[src/rtl/llc_rst_flush_seq.sv]
// llc_rst_flush_seq: walks LLC sets for reset tag clearing and for flush
// write-back/invalidate, driving the set-pointer register strobes.
module llc_rst_flush_seq #(
    parameter int LLC_SETS = 512,
    parameter int LLC_WAYS = 16,
    localparam int SW = $clog2(LLC_SETS),
    localparam int WW = $clog2(LLC_WAYS)
) (
    input  logic                i_clk,
    input  logic                i_rst,
    input  logic                i_rst_stall,
    input  logic                i_flush_stall,
    input  logic [SW-1:0]       i_rst_flush_stalled_set,
    output logic                o_clr_rst_stall,
    output logic                o_clr_flush_stall,
    output logic                o_incr_rst_flush_stalled_set,
    output logic                o_clr_rst_flush_stalled_set,
    output logic                o_rst_wr_en,
    output logic                o_rd_set_req,
    input  logic                i_rd_set_ack,
    input  logic [LLC_WAYS-1:0] i_lines_valid,
    input  logic [LLC_WAYS-1:0] i_lines_dirty,
    output logic                o_wb_valid,
    input  logic                i_wb_ready,
    output logic [WW-1:0]       o_wb_way,
    output logic                o_inval_en,
    output logic                o_flush_done,
    output logic                o_busy
);

    typedef enum logic [2:0] {
        S_IDLE,
        S_RST_WR,
        S_FL_RD,
        S_FL_WAIT,
        S_FL_SCAN,
        S_FL_NEXT
    } state_t;

    state_t              r_state;
    state_t              w_state_nxt;
    logic [WW-1:0]       r_way;
    logic [WW-1:0]       w_way_nxt;
    logic [LLC_WAYS-1:0] r_valid;
    logic [LLC_WAYS-1:0] r_dirty;

    logic w_latch;
    logic w_adv;
    logic w_last_set;
    logic w_last_way;
    logic w_cur_v;
    logic w_cur_d;
    logic w_in_flush;
    logic w_abort;
    logic w_wb_valid;
    logic w_clr_rst;
    logic w_clr_fl;
    logic w_incr;
    logic w_clr_set;
    logic w_rst_wr;
    logic w_rd_req;
    logic w_inval;
    logic w_done;

    assign w_last_set = (i_rst_flush_stalled_set == SW'(LLC_SETS - 1));
    assign w_last_way = (r_way == WW'(LLC_WAYS - 1));
    assign w_cur_v    = r_valid[r_way];
    assign w_cur_d    = r_dirty[r_way];
    assign w_wb_valid = (r_state == S_FL_SCAN) && w_cur_v && w_cur_d;
    assign w_in_flush = r_state inside {S_FL_RD, S_FL_WAIT, S_FL_SCAN, S_FL_NEXT};

    // A write-back in flight must finish its handshake before reset takes over
    assign w_abort = w_in_flush && i_rst_stall && (!w_wb_valid || i_wb_ready);

    always_comb begin
        w_state_nxt = r_state;
        w_way_nxt   = r_way;
        w_latch     = 1'b0;
        w_adv       = 1'b0;
        w_clr_rst   = 1'b0;
        w_clr_fl    = 1'b0;
        w_incr      = 1'b0;
        w_clr_set   = 1'b0;
        w_rst_wr    = 1'b0;
        w_rd_req    = 1'b0;
        w_inval     = 1'b0;
        w_done      = 1'b0;
        unique case (r_state)
            S_IDLE: begin
                if (i_rst_stall) begin
                    w_state_nxt = S_RST_WR;
                end else if (i_flush_stall) begin
                    w_state_nxt = S_FL_RD;
                end
            end
            S_RST_WR: begin
                w_rst_wr = 1'b1;
                if (w_last_set) begin
                    w_clr_rst   = 1'b1;
                    w_clr_set   = 1'b1;
                    w_state_nxt = S_IDLE;
                end else begin
                    w_incr = 1'b1;
                end
            end
            S_FL_RD: begin
                w_rd_req    = 1'b1;
                w_state_nxt = S_FL_WAIT;
            end
            S_FL_WAIT: begin
                if (i_rd_set_ack) begin
                    w_latch     = 1'b1;
                    w_way_nxt   = '0;
                    w_state_nxt = S_FL_SCAN;
                end
            end
            S_FL_SCAN: begin
                if (w_cur_v && w_cur_d) begin
                    w_inval = i_wb_ready;
                    w_adv   = i_wb_ready;
                end else begin
                    w_inval = w_cur_v;
                    w_adv   = 1'b1;
                end
            end
            S_FL_NEXT: begin
                if (w_last_set) begin
                    w_clr_fl    = 1'b1;
                    w_clr_set   = 1'b1;
                    w_done      = 1'b1;
                    w_state_nxt = S_IDLE;
                end else begin
                    w_incr      = 1'b1;
                    w_state_nxt = S_FL_RD;
                end
            end
            default: begin
                w_state_nxt = S_IDLE;
            end
        endcase

        if (w_adv) begin
            if (w_last_way) begin
                w_state_nxt = S_FL_NEXT;
            end else begin
                w_way_nxt = r_way + 1'b1;
            end
        end

        // flush_stall stays set; whoever owns the reset clears it
        if (w_abort) begin
            w_state_nxt = S_RST_WR;
            w_clr_set   = 1'b1;
            w_incr      = 1'b0;
            w_clr_fl    = 1'b0;
            w_done      = 1'b0;
            w_rd_req    = 1'b0;
            w_latch     = 1'b0;
            w_inval     = w_inval && w_wb_valid;
        end
    end

    always_ff @(posedge i_clk) begin
        if (i_rst) begin
            r_state <= S_IDLE;
            r_way   <= '0;
            r_valid <= '0;
            r_dirty <= '0;
        end else begin
            r_state <= w_state_nxt;
            r_way   <= w_way_nxt;
            if (w_latch) begin
                r_valid <= i_lines_valid;
                r_dirty <= i_lines_dirty;
            end
        end
    end

    assign o_clr_rst_stall              = w_clr_rst & ~i_rst;
    assign o_clr_flush_stall            = w_clr_fl & ~i_rst;
    assign o_incr_rst_flush_stalled_set = w_incr & ~i_rst;
    assign o_clr_rst_flush_stalled_set  = w_clr_set & ~i_rst;
    assign o_rst_wr_en                  = w_rst_wr & ~i_rst;
    assign o_rd_set_req                 = w_rd_req & ~i_rst;
    assign o_wb_valid                   = w_wb_valid & ~i_rst;
    assign o_inval_en                   = w_inval & ~i_rst;
    assign o_flush_done                 = w_done & ~i_rst;
    assign o_wb_way                     = r_way;
    assign o_busy                       = (r_state != S_IDLE);

endmodule

[config.mk]
export PLATFORM = sky130hd
export DESIGN_NAME = llc_rst_flush_seq
export DESIGN_NICKNAME = d
export VERILOG_FILES = /design/src/rtl/llc_rst_flush_seq.sv
export SDC_FILE = /design/constraint.sdc
export NUM_CORES = 1
export LEC_CHECK = 0
export ABC_AREA = 1
export CORE_ASPECT_RATIO = 1.4
export CORE_MARGIN = 2
export CORE_UTILIZATION = 45
export CTS_CLUSTER_SIZE = 30
export DETAILED_ROUTE_END_ITERATION = 8
export PLACE_DENSITY_LB_ADDON = 0.3
export SYNTH_ARGS = -nofsm -noshare
export SYNTH_HDL_FRONTEND = slang
export SYNTH_SLANG_ARGS = --single-unit
[constraint.sdc]
create_clock -name i_clk -period 4 [get_ports i_clk]
set_input_delay 0.4 -clock i_clk [delete_from_list [all_inputs] [get_ports i_clk]]
set_output_delay 0.4 -clock i_clk [all_outputs]
set_load 0.05 [all_outputs]
==> flow_metrics.py <==
metrics = {
    "timing": {
        "rsz0062_at_grt": "false",
        "slew_violations": 0,
        "period_needed_ns": 3.39,
        "fin_worst_skew_ns": 0.00686,
        "hold_viol": 0,
        "worstMarginPinSlew_ns": 0.770,
        "tns_ns": 0,
        "slew-limit-headroom_pct": 48.6,
        "setup_viol": 0,
        "period_share_pct": 84.9,
        "fmax_ghz": 0.295,
    },
    "cells_and_area": {
        "final-seq-area_um2": 781,
        "multi_input_area_mm2": 0.00135,
        "final_cells": 525,
        "area_delta_synth_final_pct": 24.9,
        "final_layout_size_suffix_gt1_share_pct": 11.2,
        "nFillCells": 582,
        "antenna_cells": 0,
        "layout.nets": 504,
        "final_util_pct": 58.7,
    },
    "placement": {
        "dp_hpwl_mm": 4.20,
        "port_buffers": 60,
        "place_inst": 517,
        "gp_routability_congestion": 0.842,
    },
    "clocking": {
        "cts-resized-gates": 0,
        "cts.path.max_buffers": 2,
        "clock_latency_ns": 0.29,
        "htreeDepth": 2,
        "cts_tree": "built",
        "clkSlewWorstSetupHoldPaths_ns": 0.08,
        "cts_sinks": 39,
        "cts_buffers": 5,
        "postCtsHoldBufs": 0,
        "postCtsSetupBuffers": 0,
        "cts-root-buf": "clkbuf_8",
    },
    "synth": {
        "yosysMostFrequentCell": "nand2_1",
        "synth-seq-cells": 39,
        "synth-main-ff-cell": "dfxtp_1",
        "synth_async_sr_flop_share_pct": 0,
        "synth_top_area_share_pct": 30.1,
        "yosys_warnings": 0,
        "syn_nets": 457,
        "syn_inst": 409,
        "syn_area_mm2": 0.00260,
        "synth_enable_flop_cells": 0,
        "synth.avg_cell_area_um2": 6.35,
        "ys_types": 29,
        "synth_area_leaders": "dfxtp_1, nand2_1, nand3_1",
        "ys_seq_area_share_pct": 30.1,
        "synth.largest_area_cell": "dfxtp_1",
        "synth_common_cells": "nand2_1, inv_1, nand3_1",
    },
    "power": {
        "power_frac_comb_pct": 19.8,
        "switchingPower_mw": 0.253,
        "leakagePower_nw": 1.46,
        "seq_power_share_pct": 43.6,
        "pwr-share-clk_pct": 36.6,
        "vdd_drop_max_uv": 153,
        "p_int_mw": 0.693,
        "swShare_pct": 26.8,
        "pwr_density_cell_mw_per_mm2": 292,
    },
    "drt": {
        "vias": 2549,
        "drcViolationCount": 0,
        "wire_per_inst_um": 10.8,
        "wirelength_mm": 5.68,
        "drt_iter0_drc": 112,
        "drt_pass1_iterations": 5,
        "drt.antenna.violating_nets": 0,
        "viasPerCell": 4.86,
    },
    "floorplanning": {
        "start_util_pct": 47.0,
        "die_area_mm2": 0.00640,
        "fp.coreArea_mm2": 0.00553,
        "die_w_um": 68.2,
        "fp-row-count": 32,
        "ios": 61,
        "die_y_um": 93.9,
    },
    "hold_path": {
        "hold_depth": 2,
        "min_to": "r_dirty[15]",
        "hp-class": "reg -> reg",
        "hp-start": "r_dirty[15]",
    },
    "critical_path": {
        "critPathCaptureType": "output port",
        "crit_required_ns": 3.60,
        "r2r_start": "o_wb_way[0]",
        "startpoint_type": "flop",
        "r2r_cells": 14,
        "timing.rr.end": "r_valid[2]",
        "critPathMaxFanout": 21,
        "critPathKind": "reg -> out",
        "worstPathArrival_ns": 2.99,
        "rrSetupSlack_ns": 1.29,
    },
    "run_status": {
        "status": "finished, final reports clean",
    },
    "global_routing": {
        "grt_use_total_pct": 20.0,
        "grt_max_degree": 66,
        "overflow": 0,
        "antenna_found_initial": 0,
        "grt_pass1_vias": 2527,
        "grt_pass1_wl_mm": 10.2,
    },
    "job": {
        "cap_violations": 0,
    },
}
-- how the worst max path moves through the flow --
stage	from	endpoint	slack (ns)	cells after the start
2_1_floorplan	o_wb_way[0]	o_incr_rst_flush_stalled_set	0.76	13
3_3_place_gp	o_wb_way[0]	o_incr_rst_flush_stalled_set	1.02	13
3_5_place_dp	o_wb_way[0]	o_incr_rst_flush_stalled_set	0.94	13
4_1_cts	o_wb_way[0]	o_incr_rst_flush_stalled_set	0.59	13
5_1_grt	o_wb_way[0]	o_clr_flush_stall	0.32	13
6_report	o_wb_way[0]	o_incr_rst_flush_stalled_set	0.61	13
-- per-stage QoR --
| stage | setup WS, ns | area, um^2 | hold slack [ns] | power [mW] |
|---|---|---|---|---|
| 2_1_floorplan | 0.755 | 2600 | 0.446 | 0.547 |
| 3_3_place_gp | 1.02 | 3120 | 0.468 | 0.607 |
| 3_5_place_dp | 0.938 | 3120 | 0.474 | 0.610 |
| 4_1_cts | 0.590 | 3240 | 0.493 | 0.956 |
| 5_1_grt | 0.318 | 3240 | 0.509 | 0.993 |
| 6_report | 0.605 | 3240 | 0.488 | 0.946 |
-- layout make-up --
class / instances / share of cell area [%]
multi-input cells: 275 / 41.6
clock buffers: 6 / 2.55
well taps: 68 / 2.62
repair buffers: 65 / 19.7
flip-flops and latches: 39 / 24.1
clock inverters: 2 / 1.20
inverters: 70 / 8.26
-- power by group through the flow --
| stage | clock network, mW | logic [mW] | registers [mW] |
|---|---|---|---|
| floorplan | 0 | 0.129 | 0.418 |
| global placement | 0 | 0.186 | 0.421 |
| detailed placement | 0 | 0.189 | 0.421 |
| CTS | 0.354 | 0.190 | 0.413 |
| global route | 0.370 | 0.209 | 0.415 |
| finish | 0.346 | 0.188 | 0.413 |
-- sequential cells by signal (all words and copies together) (netlist names) --
register,flops
r_dirty,16
o_wb_way,4
r_state,3
r_valid,16
-- metal layers --
layer | up-vias | wire length [um] | global-route usage (%)
li1 | 1354 | - | -
met1 | 1121 | 2420 | 23.0
met2 | 64 | 2890 | 35.7
met3 | 10 | 253 | 3.48
met4 | 0 | 113 | 7.67
met5 | - | 0 | 0
-- layout by cell type, fill, tap and decap left out --
cell type,instances
xor2_1,1
nand4_4,1
ha_1,1
a21oi_1,10
clkbuf_8,6
a21oi_2,29
and3_1,1
nor3_1,5
nand2_2,3
nand3_1,60
o21ai_0,6
o31ai_1,1
inv_2,2
nand2_1,95
inv_6,2
bufinv_16,1
clkdlybuf4s50_1,60
o21ai_1,3
nor2_1,55
buf_4,5
o211ai_1,1
nand2_4,1
inv_1,66
dfxtp_1,39
mux2_2,1
nand3b_1,1
clkinv_1,1
-- worst max-delay path: stages (launching register included) --
cell and delay, ns:
dfxtp_1 0.82, inv_6 0.14, nand2_1 0.11, nand3_1 0.07, nand2_1 0.07, nand2_1 0.05
nand2_1 0.06, inv_1 0.04, nand2_2 0.10, nand4_4 0.11, nand2_4 0.08, nand2_2 0.07
nor3_1 0.15, clkdlybuf4s50_1 0.83
-- cells by family after synthesis --
family	Yosys count	share of synthesized area (%)
muxes	1	0.434
adders and majority gates	1	0.482
and+or+nand+nor	222	36.7
buffers and inverters	95	17.9
AOI/OAI and AO/OA	50	14.0
xor gates and xnor gates	1	0.337
DFF	39	30.1
Power figures use the tool's default switching activity.
